==> src/rtl/ring_output_channel.sv <==
// Output-channel stage of the ring router: captures the arbitration winner into a
// per-VC slot (even/odd) and sends it downstream with a send/ready handshake.
module ring_output_channel #(
   parameter int DATA_WIDTH = 64,
   parameter int HOP_LSB    = 48,
   parameter int HOP_WIDTH  = 8,
   parameter int SHIFT_HOP  = 1
) (
   input  logic                  clk,
   input  logic                  reset,
   input  logic                  polarity,
   input  logic                  win0,
   input  logic                  win1,
   input  logic [DATA_WIDTH-1:0] in0_data,
   input  logic [DATA_WIDTH-1:0] in1_data,
   output logic                  output_empty_even,
   output logic                  output_empty_odd,
   input  logic                  ro,
   output logic                  so,
   output logic [DATA_WIDTH-1:0] data_out,
   output logic [15:0]           pkt_count,
   output logic                  protocol_err
);

   logic [1:0]            valid_q;
   logic [DATA_WIDTH-1:0] data_q [2];
   logic                  w_idx;
   logic                  r_idx;
   logic                  any_win;
   logic                  one_win;
   logic                  write_ok;
   logic                  err_now;
   logic [DATA_WIDTH-1:0] sel_data;
   logic [DATA_WIDTH-1:0] cap_data;

   // The slot matching polarity is the write slot; the other one is the send slot.
   assign w_idx = polarity;
   assign r_idx = ~polarity;

   assign any_win  = win0 | win1;
   assign one_win  = win0 ^ win1;
   assign write_ok = one_win & ~valid_q[w_idx];
   assign err_now  = (win0 & win1) | (any_win & valid_q[w_idx]);

   always_comb begin
      sel_data = win0 ? in0_data : in1_data;
      cap_data = sel_data;
      if (SHIFT_HOP != 0)
         cap_data[HOP_LSB +: HOP_WIDTH] = sel_data[HOP_LSB +: HOP_WIDTH] >> 1;
   end

   assign output_empty_even = ~valid_q[0];
   assign output_empty_odd  = ~valid_q[1];

   // Handshake: a transfer happens on every posedge where so is high; so is
   // asserted exactly when the send slot holds a packet and ro is high.
   assign so       = valid_q[r_idx] & ro;
   assign data_out = valid_q[r_idx] ? data_q[r_idx] : '0;

   always_ff @(posedge clk) begin
      if (reset) begin
         valid_q      <= 2'b00;
         data_q[0]    <= '0;
         data_q[1]    <= '0;
         pkt_count    <= 16'd0;
         protocol_err <= 1'b0;
      end else begin
         if (write_ok) begin
            data_q[w_idx]  <= cap_data;
            valid_q[w_idx] <= 1'b1;
         end
         if (so) begin
            valid_q[r_idx] <= 1'b0;
            pkt_count      <= pkt_count + 16'd1;
         end
         if (err_now)
            protocol_err <= 1'b1;
      end
   end

endmodule

==> config.mk <==
export PLATFORM = sky130hd
export DESIGN_NAME = ring_output_channel
export DESIGN_NICKNAME = d
export VERILOG_FILES = /design/src/rtl/ring_output_channel.sv
export SDC_FILE = /design/constraint.sdc
export NUM_CORES = 1
export LEC_CHECK = 0
export CORE_MARGIN = 2
export CORE_UTILIZATION = 36
export CTS_CLUSTER_DIAMETER = 150
export DETAILED_ROUTE_END_ITERATION = 8
export PLACE_DENSITY_LB_ADDON = 0.12
export SYNTH_ARGS = -nofsm -noshare
export SYNTH_HDL_FRONTEND = slang
export SYNTH_SLANG_ARGS = --single-unit
==> constraint.sdc <==
create_clock -name clk -period 7.7 [get_ports clk]
set_clock_uncertainty 0.05 [all_clocks]
set_input_delay 1.54 -clock clk [delete_from_list [all_inputs] [get_ports clk]]
set_output_delay 1.54 -clock clk [all_outputs]
set_load 0.005 [all_outputs]
==> metrics <==
Worst Path Max Fanout=29; outcome=finished, final reports clean; Post-Synthesis Cells=593; Area contributors post-synth=edfxtp_1 55%, mux2i_1 19%, nor2_1 11%, dfxtp_1 5.6%, clkbuf_1 1.3%; post-synthesis simple-gate area fraction=0.145; WP data required=6.11 ns; worst-skew pair later-pin latency=0.42 ns; sequential fraction of the synthesis area=0.609; detailed-route via count=5,147; Post-CTS Setup Repair Bufs=0; WL final=17,000 µm; headroom to the max-slew limit=0.297; Root Buffer=clkbuf_16; clk buf depth=2; post-synthesis compound-gate area fraction=0.0183; PortBufs=214; DR vias/cell=4.94; top-count cell post-synth=nor2_1; # diodes=0; Die Y=142 µm; Initial Util=0.367; Post-Syn Nets=730; post-synth top area share=0.554; num ports=218; clock period minus worst slack=5.59 ns; # fillers=1,669; Max-cap violations=0; die width=142 µm; multi-input logic area=2530 µm²; final worst slack=2.11 ns; fin crit share=0.726; GRT Residual Overflow=0; Hold Fails Final Rpt=0; TNS Setup=0 ns; Crit Path Class=primary input to output port; Layout area overhead=42.4%; largest net degree at the start of global routing=65; met1 Use GR=0.211; Inserted Clock Buffers=17; H-tree levels=4; Cell Area, Placed=9190 µm²; Hold Path Cell Cnt=2; DR WL/cell=16.3 µm; main combinational cell family by area after synthesis=multiplexers; gr usage total=0.172; unrepaired setup endpoints after global routing=no; proportion of layout cells with a drive suffix above 1=0.0532; design area=9730 µm²; worst vdd ir=145 µV; die area=20,100 µm²; leakage=3.77 nW; synth unique cells=27; Core Area=18,600 µm²; Reg2Reg Depth=4; # setup viols final=0; Mapped Area=6830 µm²; clock-pin slew on the worst setup and hold paths=0.06 ns; worst hold slack=0.445 ns; worst min path class=flop to flop; # nets final=932; PD cells=196 nW/µm²; number of global-route vias before repair=5,250; Worst Tran Pin Value=1.03 ns; met2 usage=0.297; DRT iter0 DRCs=160; synth cell count leaders=199 x nor2_1, 128 x mux2i_1, 126 x edfxtp_1, 23 x clkbuf_1, 19 x dfxtp_1; drt pass-1 iters=4; Hold Buf Count CTS=0; row cnt=50; Post-Synth XOR/XNOR Area=0.00641; Post-DP HPWL=11,000 µm; GR Layer Usage met3=0.0422; post-CTS sizing=0; most crowded layer after global routing=met2; CTS tree=yes; Synth Warn #=0; async set or reset register ratio after synthesis=0; Yosys reg bits=145; initial antenna violation count=0; first-pass GRT wire length=26,800 µm; Non-Filler Instances=1,042; CP Capture Type=output port; pre-CTS WS=2.07 ns; mean post-synth cell area=11.5 µm²; placed cells=1,010; sequential cell area=4160 µm²; Slew Limit Fails=0; fmax=0.179 GHz; proportion of synthesized area in mux cells=0.189; CP arrival=4.00 ns; Post-synth top flop=edfxtp_1; Final GP Congestion=0.787; Total Power=1.90 mW; Remaining DRCs=0; Antenna Violating Nets Remaining=0; Finished Core Util=0.522; number of synthesized flops with an enable pin=126; Worst setup SP type=primary input; post-synth top area cell=edfxtp_1; clock sink count=145; Synth Area in Adders=0.00549
==> state kept, by name (all words and copies together) (netlist names) <==
signal,flops
data_q,126
pkt_count,16
protocol_err,1
valid_q,2
==> layout make-up <==
cell class / count / area share
Sequential cell: 145 / 0.428
Inverter: 7 / 0.00270
Timing Repair Buffer: 220 / 0.224
Clock buffer: 17 / 0.0437
Tap cell: 234 / 0.0301
Multi-Input combinational cell: 404 / 0.260
Clock inverter: 15 / 0.0112
==> critical path: stages <==
cell	delay (ns)
buf_4	0.39
mux2i_4	0.94
buf_4	0.46
nor2_1	0.16
clkdlybuf4s50_1	0.49
==> cell families (layout without fill, tap and decap cells) <==
logic type,after synthesis,count (layout)
buffers and inverters,44,259
flip-flops,145,145
multiplexers,129,129
AND/OR/NAND/NOR,241,241
adder cells (fa/ha/maj),3,3
AO/OA/AOI/OAI,25,25
XOR/XNOR,5,5
other,1,1
==> report_power, final <==
group	leakage (nW)	switching, mW	total, mW	internal [mW]
Combinational	2.01	0.119	0.247	0.128
Clock	0.253	0.329	0.741	0.413
Sequential	1.51	0.0120	0.914	0.902
Total	3.77	0.460	1.90	1.44
==> final timing paths <==
path | slack, ns | start | end
hold reg to reg | 0.45 | pkt_count[15] | pkt_count[15]
hold / removal | 0.45 | pkt_count[15] | pkt_count[15]
setup / recovery | 2.11 | polarity | so
setup reg to reg | 5.21 | valid_q[1] | data_q[1][3]
==> per-layer routing <==
layer / up-vias / wire, µm
li1: 2488 / -
met5: - / 0
met3: 20 / 883
met4: 0 / 263
met2: 151 / 8600
met1: 2488 / 7280
==> placed cells by master (no fill, tap or decap), drive strengths merged, types with 2 or more instances in the layout <==
cell and count:
nand4 5, nand2 12, nor3 3, nor2 199
o21ai 12, or3 8, xor2 2, clkinv 8
inv 11, xnor2 3, edfxtp 126, clkbuf 17
dfxtp 19, buf 8, and4 3, clkdlybuf4s50 212
ha 3, nand4b 2, mux2i 128, a21oi 13
nand3 4, clkinvlp 3
No activity file was read; power rests on OpenSTA's default activity.
